$ cat src/rtl/quad_encoder_decoder.sv
// Quadrature encoder decoder: synchronizes A/B, optionally glitch-filters them,
// decodes Gray-code steps into a signed position, and reports per-window velocity.
// Build option: define QDEC_FILTER_EN to enable the FILTER_CYCLES stability filter.
//
// Decoder FSM (state = last accepted {A,B} level)
//   state | meaning
//   ST_00 | A=0 B=0
//   ST_01 | A=0 B=1 (one step forward of ST_00)
//   ST_11 | A=1 B=1
//   ST_10 | A=1 B=0 (one step forward of ST_11)
module quad_encoder_decoder #(
    parameter int COUNT_WIDTH   = 32,
    parameter int SAMPLE_CYCLES = 1000000,
    parameter int FILTER_CYCLES = 4
) (
    input  logic                          clk,
    input  logic                          reset,
    input  logic                          enc_a,
    input  logic                          enc_b,
    input  logic                          clear,
    input  logic                          invert_dir,
    input  logic                          err_clear,
    output logic signed [COUNT_WIDTH-1:0] position,
    output logic signed [15:0]            velocity,
    output logic                          vel_valid,
    output logic                          direction,
    output logic                          error
);

    localparam int WIN_W     = (SAMPLE_CYCLES > 1) ? $clog2(SAMPLE_CYCLES) : 1;
    localparam int ACC_W_MIN = $clog2(SAMPLE_CYCLES + 1) + 2;
    localparam int ACC_W     = (ACC_W_MIN > 17) ? ACC_W_MIN : 17;
    localparam logic [WIN_W-1:0]        WIN_LAST = WIN_W'(SAMPLE_CYCLES - 1);
    localparam logic signed [ACC_W-1:0] VEL_MAX  = ACC_W'(32767);
    localparam logic signed [ACC_W-1:0] VEL_MIN  = -ACC_W'(32768);

    typedef enum logic [1:0] {
        ST_00 = 2'b00,
        ST_01 = 2'b01,
        ST_11 = 2'b11,
        ST_10 = 2'b10
    } gray_state_t;

    logic [1:0]  a_sync;
    logic [1:0]  b_sync;
    logic [1:0]  sync_vld;
    logic [1:0]  ab_sync;
    logic [1:0]  ab_filt;
    logic        init_pending;
    logic        init_d;
    gray_state_t state_q;
    gray_state_t state_d;
    logic signed [1:0] step_raw;
    logic signed [1:0] step;
    logic        illegal;

    logic [WIN_W-1:0]        win_cnt;
    logic signed [ACC_W-1:0] acc;
    logic signed [ACC_W-1:0] acc_sum;

    function automatic gray_state_t fwd_of(input gray_state_t s);
        case (s)
            ST_00:   return ST_01;
            ST_01:   return ST_11;
            ST_11:   return ST_10;
            ST_10:   return ST_00;
            default: return ST_00;
        endcase
    endfunction

    function automatic gray_state_t rev_of(input gray_state_t s);
        case (s)
            ST_00:   return ST_10;
            ST_10:   return ST_11;
            ST_11:   return ST_01;
            ST_01:   return ST_00;
            default: return ST_00;
        endcase
    endfunction

    function automatic logic signed [15:0] sat16(input logic signed [ACC_W-1:0] v);
        if (v > VEL_MAX)      return 16'sh7FFF;
        else if (v < VEL_MIN) return 16'sh8000;
        else                  return v[15:0];
    endfunction

    // Two-flop synchronizers; sync_vld marks when the chain holds post-reset pin data.
    always_ff @(posedge clk or posedge reset) begin
        if (reset) begin
            a_sync   <= 2'b00;
            b_sync   <= 2'b00;
            sync_vld <= 2'b00;
        end else begin
            a_sync   <= {a_sync[0], enc_a};
            b_sync   <= {b_sync[0], enc_b};
            sync_vld <= {sync_vld[0], 1'b1};
        end
    end

    assign ab_sync = {a_sync[1], b_sync[1]};

`ifdef QDEC_FILTER_EN
    localparam int FC     = (FILTER_CYCLES < 1) ? 1 : FILTER_CYCLES;
    localparam int FCNT_W = $clog2(FC + 1);

    logic [1:0]        filt_q;
    logic [1:0]        cand_q;
    logic [FCNT_W-1:0] fcnt;

    // Accept a new level only after it has been seen unchanged for FC clocks;
    // any other level in between restarts the count. The first sample is taken as-is.
    always_ff @(posedge clk or posedge reset) begin
        if (reset) begin
            filt_q <= 2'b00;
            cand_q <= 2'b00;
            fcnt   <= '0;
        end else if (init_pending) begin
            filt_q <= ab_sync;
            cand_q <= ab_sync;
            fcnt   <= '0;
        end else if (ab_sync == filt_q) begin
            cand_q <= filt_q;
            fcnt   <= '0;
        end else if (ab_sync != cand_q) begin
            cand_q <= ab_sync;
            if (FC == 1) begin
                filt_q <= ab_sync;
                fcnt   <= '0;
            end else begin
                fcnt <= FCNT_W'(1);
            end
        end else if (fcnt >= FCNT_W'(FC - 1)) begin
            filt_q <= ab_sync;
            fcnt   <= '0;
        end else begin
            fcnt <= fcnt + 1'b1;
        end
    end

    assign ab_filt = init_pending ? ab_sync : filt_q;
`else
    assign ab_filt = ab_sync;
`endif

    // Decoder state register plus the post-reset initialisation flag.
    always_ff @(posedge clk or posedge reset) begin
        if (reset) begin
            state_q      <= ST_00;
            init_pending <= 1'b1;
        end else begin
            state_q      <= state_d;
            init_pending <= init_d;
        end
    end

    // Step decode: forward/reverse neighbour is +/-1, a two-bit jump is illegal.
    always_comb begin
        state_d  = state_q;
        init_d   = init_pending;
        step_raw = 2'sd0;
        illegal  = 1'b0;
        if (init_pending) begin
            if (sync_vld[1]) begin
                state_d = gray_state_t'(ab_filt);
                init_d  = 1'b0;
            end
        end else begin
            state_d = gray_state_t'(ab_filt);
            if (ab_filt == fwd_of(state_q))      step_raw = 2'sd1;
            else if (ab_filt == rev_of(state_q)) step_raw = -2'sd1;
            else if (ab_filt != state_q)         illegal  = 1'b1;
        end
        step = invert_dir ? -step_raw : step_raw;
    end

    assign acc_sum = acc + ACC_W'(step);

    // Position, velocity window, direction and sticky error.
    always_ff @(posedge clk or posedge reset) begin
        if (reset) begin
            position  <= '0;
            velocity  <= '0;
            vel_valid <= 1'b0;
            direction <= 1'b1;
            error     <= 1'b0;
            win_cnt   <= '0;
            acc       <= '0;
        end else begin
            vel_valid <= 1'b0;
            if (clear) begin
                position <= '0;
                acc      <= '0;
                win_cnt  <= '0;
            end else begin
                position <= position + COUNT_WIDTH'(step);
                if (win_cnt == WIN_LAST) begin
                    velocity  <= sat16(acc_sum);
                    vel_valid <= 1'b1;
                    acc       <= '0;
                    win_cnt   <= '0;
                end else begin
                    acc     <= acc_sum;
                    win_cnt <= win_cnt + 1'b1;
                end
            end
            if (step != 2'sd0) direction <= ~step[1];
            if (illegal)        error <= 1'b1;
            else if (err_clear) error <= 1'b0;
        end
    end

endmodule

$ cat config.mk
export PLATFORM = sky130hd
export DESIGN_NAME = quad_encoder_decoder
export DESIGN_NICKNAME = d
export VERILOG_FILES = /design/src/rtl/quad_encoder_decoder.sv
export SDC_FILE = /design/constraint.sdc
export NUM_CORES = 1
export LEC_CHECK = 0
export ABC_AREA = 1
export BUFFER_PORTS_ARGS = -buffer_cell sky130_fd_sc_hd__buf_4
export CORE_ASPECT_RATIO = 1.1
export CORE_MARGIN = 2
export CORE_UTILIZATION = 55
export CTS_CLUSTER_DIAMETER = 100
export DETAILED_ROUTE_END_ITERATION = 12
export PLACE_DENSITY = 0.74
export SLEW_MARGIN = 5
export SYNTH_ARGS = -nofsm -noshare
export SYNTH_HDL_FRONTEND = slang
export SYNTH_SLANG_ARGS = --single-unit
export TNS_END_PERCENT = 30
$ cat constraint.sdc
create_clock -name clk -period 10.3 [get_ports clk]
set_input_delay 2.06 -clock clk [delete_from_list [all_inputs] [get_ports clk]]
set_output_delay 2.06 -clock clk [all_outputs]
set_load 0.03 [all_outputs]
## Word level (Yosys, flattened, before mapping)

Cells that the tools add are included.
W data, S select, Z words.

- Flip-flop bits (word level): 102
- Input bits: 7
- Word-level logic and storage cells: 60

- $add $sub $neg: 4
- Magnitude comparators: 2
- Reduce and logical (&&, ||, !) cells: 4
- Bitwise logic cells: 2
- Multiplexer cells: 28
- Equality and inequality tests: 8

Operator list:

| operator | count |
|---|---|
| $mux W22 | 2 |
| $mux W20 | 2 |
| $add A32 B2 Y32 | 1 |
| $mux W16 | 2 |
| $mux W32 | 1 |
| $add A22 B2 Y22 | 1 |
| $gt A22 B16 Y1 const B | 1 |
| $lt A22 B16 Y1 const B | 1 |
| $add A20 B1 Y20 const B | 1 |
| $eq A20 B20 Y1 const B | 1 |
| $mux W2 | 9 |
| $pmux W2 S4 | 2 |
| $mux W1 | 10 |
| $eq A2 B2 Y1 | 2 |
| $eq A2 B2 Y1 const B | 2 |
| $reduce_bool A2 Y1 | 2 |
| $eq A2 B1 Y1 const B | 1 |
| $logic_not A2 Y1 | 1 |
| $ne A2 B2 Y1 | 1 |
| $ne A2 B2 Y1 const B | 1 |
| $neg A2 Y2 | 1 |
| $not A1 Y1 | 2 |
| $reduce_and A2 Y1 | 1 |

## Depth between registers and ports, before layout

Gate-level depths: netlist of the first run.

- Word-level depth: 16
- Depth in mapped cells: 25
- Depth with buffers taken out: 24

## Worst setup path before layout of the first run

Ideal clock, no wire load.

- Path kind: input to register
- From: input port invert_dir
- To: register velocity[0]
- Library setup time: 117 ps
- Stages on the path: 20
- Arrival: 4,277 ps
- Data required time: 10,183 ps
- Path slack: 5,907 ps
- Cell sequence: inv_1 > nand2_2 > nand3_4 > clkinv_4 > ha_1 > nand2_2 > nor2_2 > nand3_1 > nand3_2 > nand2_2 > nand2_2 > nand2_1 > and2_4 > nor2_1 > nand3_1 > nand2_4 > buf_12 > nand2_1 > nand2_1 > nand2_1

- Longest elaborated chain between the ends: 5
- Elaborated cells on any way between the ends: 6

RTL lines:

| item | line | text |
|---|---|---|
| start, declared | 21 | `input logic invert_dir,` |
| $mux W2 (*) | 173 | `step = invert_dir ? -step_raw : step_raw;` |
| $add A22 B2 Y22 (*) | 176 | `assign acc_sum = acc + ACC_W'(step);` |
| $lt A22 B16 Y1 | 83 | `else if (v < VEL_MIN) return 16'sh8000;` |
| $mux W16 | 83 |  |
| $mux W16 (*) | 82 | `if (v > VEL_MAX) return 16'sh7FFF;` |
| end signal, assigned | 197 | `velocity <= sat16(acc_sum);` |
| end, declared | 24 | `output logic signed [15:0] velocity,` |

Mark *: on every way between the ends. The rest lies on a longest branch, timed or not.
A chain may end at the register's enable or synchronous reset.

## Worst setup path in the final report of the first run

- From: input port invert_dir
- To: register position[22]

- Longest elaborated chain between the ends: 3

RTL lines:

| item | line | text |
|---|---|---|
| $mux W2 | 173 |  |
| $add A32 B2 Y32 | 195 | `position <= position + COUNT_WIDTH'(step);` |
| $mux W32 | 190 | `if (clear) begin` |
| end signal, assigned | 195 |  |
| end, declared | 23 | `output logic signed [COUNT_WIDTH-1:0] position,` |

No other way between the ends.

==> metrics.txt, run 1 <==
CTS tree=built; R2R depth=17; share of the clock period used by the worst path=46.62%; Psw=0.0009726 W; kind of critical path=input pin to register; Worst Hold Class=register to register; Post-DRT Antenna Nets=0; crit path max fanout=52; initial antenna violation count=0; CORE AREA=12,540 um^2; sw frac=between 40% and 50%; LEAKAGE=4.167 nW; Post-Layout Cell Count=1,171; Most Frequent Cell on Critical Path=nand2_1; Ys Warns=0; Worst Setup End Kind=register; EDFF count, synth=0; Register Area=2555 um^2; Pre-antenna DRT Iters=5; Sequential Power Share=between 20% and 30%; clk sinks=just over 100; Hold-fix buffers, CTS=0; Tmin final=4801 ps; # DRC=0; max-slew violations=0; synthesis-stage register bit count=102; Final TNS setup=0 ps; Worst Hold Depth=0; peak supply drop=0.0001385 V; post-synthesis sequential area ratio=36.35%; Slowest Stage Delay on Critical Path=roughly 540 ps; fin nets=roughly 1,100; Slew HR=33.46%; Mapped Area=7028 um^2; family with the most delay on the worst path=compound AO/OA/AOI/OAI gates; FP Rows=43; CP bufs+invs=4; Post-CTS Resized=0; first-pass GRT wire length=about 27 mm; Die H=roughly 120 um; Crit path arrival time=5050 ps; Die ar.=13,700 um^2; cell count along the critical path=17; combinational share of power=56.4%; asr flop ratio synth=100.0%; Root Driver=clkbuf_16; worst slew pin tran=998.0 ps; fillers=1,195; Iter 0 DRT Violations=417; final wirelength=~16 mm; vias in the first global route=5,967; layout cell share with drive strength beyond 1=12.72%; Power per Cell Area=259.3 nW/um^2; largest buffer count on any clock path=2; IO buf count=between 50 and 60; clock share of power=around 17%; fmax=208.3 MHz; Detailed Place HPWL=roughly 12 mm; most frequent cells in the layout=nand2_1 (252), nor2_1 (107), inv_1 (100), dfrtp_1 (100), a21oi_1 (86); dominant synthesized flop cell=dfrtp_1; RSZ-0062 raised after global routing=no; total track usage=24.29%; multi-input logic area=3954 um^2; diode count=0; cell count after synthesis=951; Final Hold Vio Count=0; Setup-failing EPs final=0; maximum number of pins on one net before global-route repair=80; routed wire length per instance=13.71 um; CTS buffer count=9; Syn Area/Cell=about 7.4 um^2; P&R area growth vs syn=12.32%; dpl cells=approximately 1,200; syn nets=1,014; startpoint types=input pin; CP Cell Sequence=buf_4 -> inv_1 -> nand2_2 -> nand3_4 -> clkinv_4 -> ha_1 -> nand2_1 -> o21ai_0 -> a21oi_1 -> inv_1 -> a21oi_1 -> o21ai_0 -> nand2_1 -> nand2_1 -> nand2_1 -> nand2_1 -> nor2_1; post-synth cell types=49; status=complete, no violations; Max Cap Violations=0; via density per instance=5.370; gpl congestion=0.9358; total power draw=0.002047 W; Worst Clk Skew=6.521 ps; hold slack=352.4 ps; Post-CTS Setup Bufs=0; io pins=slightly below 60; initial core utilization=56.06%; gr ovfl total=0; Clk Latency, worst-skew pair=360 ps; H-Tree Depth=3; Vias=about 6,300; CP required=about 11,000 ps; Critical-path top delay cell=o21ai_0; clk slew on worst S/H paths=70 ps; DIE WIDTH=111.8 um; commonest non-fill, non-tap cell in the layout=nand2_1; P_int=0.001074 W
==> power by group through the flow <==
stage / Clock, W / Sequential [W] / Combinational, W
after floorplan: 0 / 0.000640 / 0.000786
after global placement: 0 / 0.000547 / 0.00113
after detailed placement: 0 / 0.000548 / 0.00114
after CTS: 0.000363 / 0.000541 / 0.00115
after global routing: 0.000376 / 0.000549 / 0.00130
final: 0.000353 / 0.000539 / 0.00115
==> stage by stage <==
step	util (%)	instance area [um^2]	setup slack (ps)
6_report	62.97	7894	5499
5_1_grt	62.97	7894	5127
4_1_cts	62.97	7894	5578
3_5_place_dp	60.50	7584	5212
3_3_place_gp	60.50	7584	5225
2_1_floorplan	-	7028	5568
==> cell usage after synthesis, types with 3 or more instances <==
cell / instances / area, um^2
nand2_4: 6 / 67.56
ha_1: 54 / 675.7
inv_2: 10 / 37.54
nor2_2: 3 / 18.77
o21ai_0: 48 / 240.2
nand2_1: 252 / 945.9
o31ai_1: 3 / 22.52
nor4_1: 6 / 37.54
clkbuf_1: 5 / 18.77
nand3_1: 35 / 175.2
a31oi_1: 5 / 31.28
o21bai_1: 4 / 30.03
nor2_1: 107 / 401.6
nand2_2: 19 / 118.9
dfrtp_1: 100 / 2502
a21oi_1: 86 / 430.4
xnor2_1: 8 / 70.07
a21o_1: 5 / 37.54
o21a_1: 4 / 30.03
xor2_1: 20 / 175.2
a211oi_1: 3 / 22.52
nor3_1: 14 / 70.07
inv_1: 101 / 379.1
nand4_1: 16 / 100.1
==> cell type report <==
cell class              count  share of cell area (%)
clock buffers               9                   2.853
clock inverters             7                   1.078
inverters                 114                   5.611
multi-input cells         724                   50.09
flip-flops and latches    102                   32.37
well taps                 157                   2.489
repair buffers             58                   5.516
==> kinds of logic after synthesis <==
| group | after synthesis | share of synthesized area (%) |
|---|---|---|
| flops | 102 | 36.35 |
| mux | 1 | 0.1602 |
| compound gates | 167 | 13.01 |
| fa+ha+maj | 56 | 10.18 |
| xor+xnor | 28 | 3.489 |
| simple gates | 471 | 29.36 |
| other cells | 1 | 0.05336 |
| buf+inv | 125 | 7.388 |
==> worst paths after layout <==
| check | start | endpoint | slack [ps] |
|---|---|---|---|
| worst min register to register | b_sync[0] | b_sync[1] | 350 |
| worst max register to register | state_q[1] | position[22] | 6610 |
| max in group asynchronous | reset | position[20] | 7350 |
| min in group asynchronous | reset | win_cnt[8] | 1650 |
| worst min-delay path | b_sync[0] | b_sync[1] | 350 |
| worst max-delay path | invert_dir | position[22] | 5500 |
==> sequential cells by signal, indices dropped and copies added (netlist names) <==
| register | count |
|---|---|
| sync_vld | 2 |
| velocity | 16 |
| win_cnt | 20 |
| init_pending | 1 |
| state_q | 2 |
| b_sync | 2 |
| vel_valid | 1 |
| acc | 22 |
| position | 32 |
| direction | 1 |
| error | 1 |
| a_sync | 2 |
==> layer usage <==
layer | share of wire [%] | global-route usage (%) | vias up
met5 | 0 | 0 | -
met4 | 2.0 | 7.793 | 0
met3 | 3.7 | 3.704 | 26
met2 | 47 | 40.49 | 123
met1 | 47 | 32.86 | 2900
li1 | - | - | 3239
No activity file was read; power rests on OpenSTA's default activity.
==> run 2, diff against run 1 <==
--- a/config.mk
+++ b/config.mk
@@ -12,7 +12,7 @@
 export CORE_UTILIZATION = 55
 export CTS_CLUSTER_DIAMETER = 100
 export DETAILED_ROUTE_END_ITERATION = 12
-export PLACE_DENSITY = 0.74
+export PLACE_DENSITY = 0.77
 export SLEW_MARGIN = 5
 export SYNTH_ARGS = -nofsm -noshare
 export SYNTH_HDL_FRONTEND = slang
==> constraint.sdc (replaced) <==
create_clock -name clk -period 4.15 [get_ports clk]
set_input_delay 0.83 -clock clk [delete_from_list [all_inputs] [get_ports clk]]
set_output_delay 0.83 -clock clk [all_outputs]
set_load 0.03 [all_outputs]
==> metrics.txt, run 2 (same netlist as run 1, synthesis figures left out) <==
peak supply drop=0.0003861 V (+180%); Die ar.=13,700 um^2 (unchanged); via density per instance=5.394 (+0.45%); Worst Setup End Kind=register; fin nets=1,077 (+0.47%); Final TNS setup=0 ps (unchanged); P_int=0.002664 W (+150%); total power draw=0.005082 W (+150%); Vias=6,338 (+0.80%); kind of critical path=register to register; met2 Resource Use GR=41.78% (+1.3 points); CP Cell Sequence=xor2_1 -> or2_1 -> a21oi_1 -> ha_1 -> inv_1 -> fa_1 -> o21ai_0 -> a21oi_1 -> inv_1 -> a21oi_1 -> o21ai_0 -> nand2_1 -> nand2_1 -> nand2_1 -> nand2_1 -> nor2_1; Worst Hold Class=register to register; Sequential Power Share=26.4% (about the same); DIE WIDTH=111.8 um (unchanged); vias in the first global route=6,109 (+2.4%); fillers=1,150 (-3.8%); CTS buffer count=9 (unchanged); startpoint types=register; Detailed Place HPWL=12.32 mm (+2.1%); Post-CTS Resized=0 (unchanged); Slew HR=58.13% (+25 points); P&R area growth vs syn=12.68%; diode count=0 (unchanged); final wirelength=16.15 mm (+0.62%); largest buffer count on any clock path=2 (unchanged); first-pass GRT wire length=27.23 mm (+0.18%); status=complete, no violations; gpl congestion=0.9615 (+2.7%); RSZ-0062 raised after global routing=no; routed wire length per instance=13.75 um (+0.27%); layout cell share with drive strength beyond 1=13.06% (+0.34 points); Clk Latency, worst-skew pair=360 ps (about the same); share of the clock period used by the worst path=87.38%; maximum number of pins on one net before global-route repair=53 (-34%); initial antenna violation count=0 (unchanged); FP Rows=43 (unchanged); CORE AREA=12,540 um^2 (unchanged); Power per Cell Area=641.8 nW/um^2 (+150%); crit path max fanout=4 (-92%); most frequent cells in the layout=nand2_1 (252), nor2_1 (107), inv_1 (100), dfrtp_1 (100), a21oi_1 (86); # DRC=0 (unchanged); Max Cap Violations=0 (unchanged); Critical-path top delay cell=o21ai_0; Post-DRT Antenna Nets=0 (unchanged); CP required=4400 ps (-6150 ps); gr ovfl total=0 (unchanged); Setup-failing EPs final=0 (unchanged); Slowest Stage Delay on Critical Path=530 ps (about the same); Tmin final=approximately 3600 ps; top flop regs=position: 32 flops, acc: 22 flops, win_cnt: 20 flops; Post-CTS Setup Bufs=0 (unchanged); commonest non-fill, non-tap cell in the layout=nand2_1; io pins=58 (unchanged); worst slew pin tran=621.5 ps (-376.6 ps); CTS tree=built; Hold-fix buffers, CTS=0 (unchanged); met3 Use GR=3.111% (-0.59 points); sw frac=47.58% (+0.068 points); R2R Setup Slk=520 ps (-6090 ps); Root Driver=clkbuf_16; H-Tree Depth=3 (unchanged); met1 usage=31.47% (-1.4 points); Top reg by flops=position; clk slew on worst S/H paths=70 ps (about the same); clock share of power=17.1% (about the same); Final Hold Vio Count=0 (unchanged); LEAKAGE=4.179 nW (+0.28%); Worst Clk Skew=12.89 ps (+6.369 ps); Crit path arrival time=3880 ps (-1170 ps); initial core utilization=56.06% (unchanged); Psw=0.002418 W (+150%); Most Frequent Cell on Critical Path=nand2_1; Pre-antenna DRT Iters=5 (unchanged); fmax=around 280 MHz; IO buf count=57 (unchanged); combinational share of power=56.5% (about the same); total track usage=24.42% (+0.13 points); Die H=122.6 um (unchanged); clk sinks=102 (unchanged); GRT busiest layer=met2; max-slew violations=0 (unchanged); Iter 0 DRT Violations=386 (-7.4%); max reg flops=32 (unchanged)
==> run 2: cell type report <==
cell class	count	area (um^2)	share of cell area, %
clock buffer	9	225.2	2.844
clock inverter	6	72.57	0.9164
inverter	114	442.9	5.593
multi-input combinational	724	3954	49.93
sequential	102	2555	32.26
tap	157	196.4	2.481
timing repair buffer	63	473.0	5.973
==> run 2: critical path: cells and delay by family, from the launching register on <==
| kind | cells | cell delay, ps |
|---|---|---|
| XOR/XNOR | 1 | 180 |
| buffers and inverters | 2 | 160 |
| flip-flops | 1 | 410 |
| adder cells (fa/ha/maj) | 2 | 640 |
| AO/OA/AOI/OAI | 5 | 1570 |
| AND/OR/NAND/NOR | 6 | 550 |
==> run 2: metal layers <==
metal	vias to the layer above	share of wire [%]
li1	3239	-
met1	2943	45
met2	129	49
met3	27	3.1
met4	0	2.4
met5	-	0
==> run 2: power groups by stage <==
stage	combinational, W	clock [W]	sequential (W)
final	0.00287	0.000868	0.00134
after global routing	0.00323	0.000918	0.00136
after CTS	0.00286	0.000885	0.00134
after detailed placement	0.00284	0	0.00136
after global placement	0.00280	0	0.00136
after floorplan	0.00195	0	0.00159
==> run 2: final timing paths <==
| check | endpoint | depth (start not counted) | from |
|---|---|---|---|
| setup / recovery | position[22] | 16 | state_q[1] |
| hold / removal | a_sync[1] | 0 | a_sync[0] |
| setup reg to reg | position[22] | 16 | state_q[1] |
| hold reg to reg | a_sync[1] | 0 | a_sync[0] |
| max in group asynchronous | init_pending | 3 | reset |
| min in group asynchronous | position[26] | 2 | reset |
==> run 2: metrics by stage <==
stage | area, um^2 | setup slack (ps) | cells | utilization [%] | hold WS, ps
3_5_place_dp | 7621 | 411.7 | 1160 | 60.79 | 345.7
5_1_grt | 7919 | 229.5 | 1175 | 63.17 | 365.8
2_1_floorplan | 7028 | 647.8 | 951 | - | 331.2
3_3_place_gp | 7621 | 463.1 | 1160 | 60.79 | 334.0
4_1_cts | 7919 | 571.1 | 1175 | 63.17 | 360.3
6_report | 7919 | 523.9 | 1175 | 63.17 | 353.2
==> run 3, diff against run 2 <==
--- a/config.mk
+++ b/config.mk
@@ -5,14 +5,13 @@
 export SDC_FILE = /design/constraint.sdc
 export NUM_CORES = 1
 export LEC_CHECK = 0
-export ABC_AREA = 1
 export BUFFER_PORTS_ARGS = -buffer_cell sky130_fd_sc_hd__buf_4
 export CORE_ASPECT_RATIO = 1.1
 export CORE_MARGIN = 2
-export CORE_UTILIZATION = 55
+export CORE_UTILIZATION = 54
 export CTS_CLUSTER_DIAMETER = 100
 export DETAILED_ROUTE_END_ITERATION = 12
-export PLACE_DENSITY = 0.77
+export PLACE_DENSITY = 0.76
 export SLEW_MARGIN = 5
 export SYNTH_ARGS = -nofsm -noshare
 export SYNTH_HDL_FRONTEND = slang
==> metrics.txt, run 3 <==
status=complete, no violations; fin nets=830 (-23%); startpoint types=register; total track usage=23.14% (-1.3 points); largest area contributor in the netlist=dfrtp_1; LEAKAGE=3.787 nW (-9.4%); Syn Area/Cell=9.434 um^2 (+28%); layout cell share with drive strength beyond 1=21.63% (+8.6 points); top cells by count, synth=dfrtp_1 (100), nor2_1 (90), ha_1 (54), a21oi_1 (45), o21ai_0 (33); Pre-antenna DRT Iters=5 (unchanged); Power per Cell Area=504.3 nW/um^2 (-21%); hold slack=350.0 ps (-3.239 ps); Crit path arrival time=4200 ps (+320 ps); Detailed Place HPWL=10.41 mm (-15%); Top reg by flops=position; Final TNS setup=0 ps (unchanged); CTS tree=built; synthesis-stage register bit count=102 (unchanged); total power draw=0.003914 W (-23%); gr ovfl total=0 (unchanged); H-Tree Depth=3 (unchanged); Worst Clk Skew=9.054 ps (-3.836 ps); Hold-fix buffers, CTS=0 (unchanged); fmax=254.3 MHz (-7.8%); Die H=117.8 um (-3.9%); IO buf count=57 (unchanged); clk slew on worst S/H paths=70 ps (about the same); max reg flops=32 (unchanged); first-pass GRT wire length=23.94 mm (-12%); share of the clock period used by the worst path=94.77% (+7.4 points); Max Cap Violations=0 (unchanged); Ys Warns=0 (unchanged); asr flop ratio synth=100.0% (unchanged); Mapped Area=6359 um^2 (-9.5%); vias in the first global route=5,251 (-14%); # DRC=0 (unchanged); Synth area leaders=dfrtp_1 (39%), ha_1 (11%), nor2_1 (5.3%), xnor2_1 (4.4%), xor2_1 (3.7%); Worst Hold Class=register to register; dpl cells=905 (-22%); kind of critical path=register to register; post-synthesis sequential area ratio=40.18% (+3.8 points); crit path max fanout=15 (+11); gpl congestion=0.9221 (-4.1%); Vias=5,316 (-16%); initial antenna violation count=0 (unchanged); via density per instance=5.766 (+6.9%); Root Driver=clkbuf_16; cell count after synthesis=674 (-29%); Die ar.=12,660 um^2 (-7.6%); Post-DRT Antenna Nets=0 (unchanged); syn nets=737 (-27%); FP Rows=41 (-4.7%); CORE AREA=11,490 um^2 (-8.3%); Post-Layout Cell Count=922 (-22%); final worst slack=217.2 ps (-306.7 ps); worst slew pin tran=966.2 ps (+344.7 ps); DIE WIDTH=107.5 um (-3.9%); largest buffer count on any clock path=2 (unchanged); most frequent cells in the layout=dfrtp_1 (100), buf_4 (96), nor2_1 (90); Clk Latency, worst-skew pair=350 ps (about the same); clk sinks=102 (unchanged); Final Hold Vio Count=0 (unchanged); Tmin final=3933 ps (+306.7 ps); max-slew violations=0 (unchanged); dominant synthesized flop cell=dfrtp_1; count leader, synth=dfrtp_1; Slew HR=35.59% (-23 points); initial core utilization=55.34% (-0.73 points); Synth top area share=39.35% (+3.7 points); EDFF count, synth=0 (unchanged); Iter 0 DRT Violations=216 (-44%); final wirelength=14.11 mm (-13%); io pins=58 (unchanged); CP required=4410 ps (about the same); post-synth cell types=68 (+39%); P&R area growth vs syn=22.06%; diode count=0 (unchanged); Setup-failing EPs final=0 (unchanged); routed wire length per instance=15.30 um (+11%); CTS buffer count=9 (unchanged); Worst Setup End Kind=register; peak supply drop=0.0002438 V (-37%); commonest non-fill, non-tap cell in the layout=dfrtp_1; Place WS=-185.7 ps (-597.4 ps); maximum number of pins on one net before global-route repair=80 (+51%); top flop regs=position: 32 flops, acc: 22 flops, win_cnt: 20 flops
-- run 3: cell count changes after synthesis, sizes merged, moves of 17 or more --
cell,previous run,this run
nand2,277,30
nand2b,0,17
a21oi,88,56
inv,112,19
nor2,110,90
xnor2,8,32
-- run 3: cells by family (layout without fill, tap and decap cells) --
kind of cell / count (synthesis) / after routing / share of synthesized area [%]
mux: 6 / 6 / 1.004
buf+inv: 37 / 135 / 2.617
fa+ha+maj: 56 / 56 / 11.26
simple gates: 235 / 235 / 18.08
compound gates: 178 / 178 / 18.67
xor+xnor: 59 / 59 / 8.127
other cells: 1 / 1 / 0.05898
flops: 102 / 102 / 40.18
-- run 3: repair_timing --
item,4_1_cts,5_1_grt
hold endpoints to repair,0,0
endpoints found under the setup margin,0,16
resized for setup,0,14
buffers inserted,0,1
-- run 3: per-stage QoR --
| step | utilization [%] | area [um^2] |
|---|---|---|
| 2_1_floorplan | - | 6509 |
| 6_report | 67.54 | 7761 |
| 3_5_place_dp | 64.17 | 7373 |
| 4_1_cts | 66.71 | 7666 |
| 5_1_grt | 67.54 | 7761 |
| 3_3_place_gp | 64.17 | 7373 |
-- run 3: layout make-up --
class / count / area [um^2]
clock inverter: 5 / 40.04
multi-input combinational: 535 / 3860
timing repair buffer: 100 / 792.0
tap: 150 / 187.7
clock buffer: 11 / 252.7
sequential: 102 / 2555
fill: 923 / 3730
inverter: 19 / 73.82
-- run 3: where the power goes --
part           switching, W  internal (W)  total, W
sequential         0.000107       0.00115   0.00126
clock              0.000388      0.000444  0.000832
combinational       0.00105      0.000774   0.00182
-- run 3: worst paths after layout --
check                         endpoint  cells after the start  startpoint  slack [ps]
min in group asynchronous  velocity[7]                      2       reset         700
hold reg to reg              b_sync[1]                      0   b_sync[0]         350
setup / recovery           velocity[3]                     16  state_q[1]         220
hold / removal               b_sync[1]                      0   b_sync[0]         350
setup reg to reg           velocity[3]                     16  state_q[1]         220
max in group asynchronous  velocity[6]                      3       reset        2670
-- run 3: worst max-delay path, stage by stage, from the launching register on --
cell	delay, ps
dfrtp_1	410
xor2_1	200
or3_4	410
a21oi_4	170
buf_12	160
inv_2	50
fa_1	410
nor2b_1	170
o2111ai_1	160
nand4b_1	260
a2111oi_4	140
o41ai_1	340
o21ai_0	180
buf_4	190
nor4_4	250
a21boi_4	170
o21ai_1	180
-- run 3: per-layer routing --
metal / wire, um / global-route usage (%)
met5: 0 / 0
met4: 247 / 7.292
met3: 502 / 2.990
met2: 7051 / 39.56
met1: 6310 / 30.41
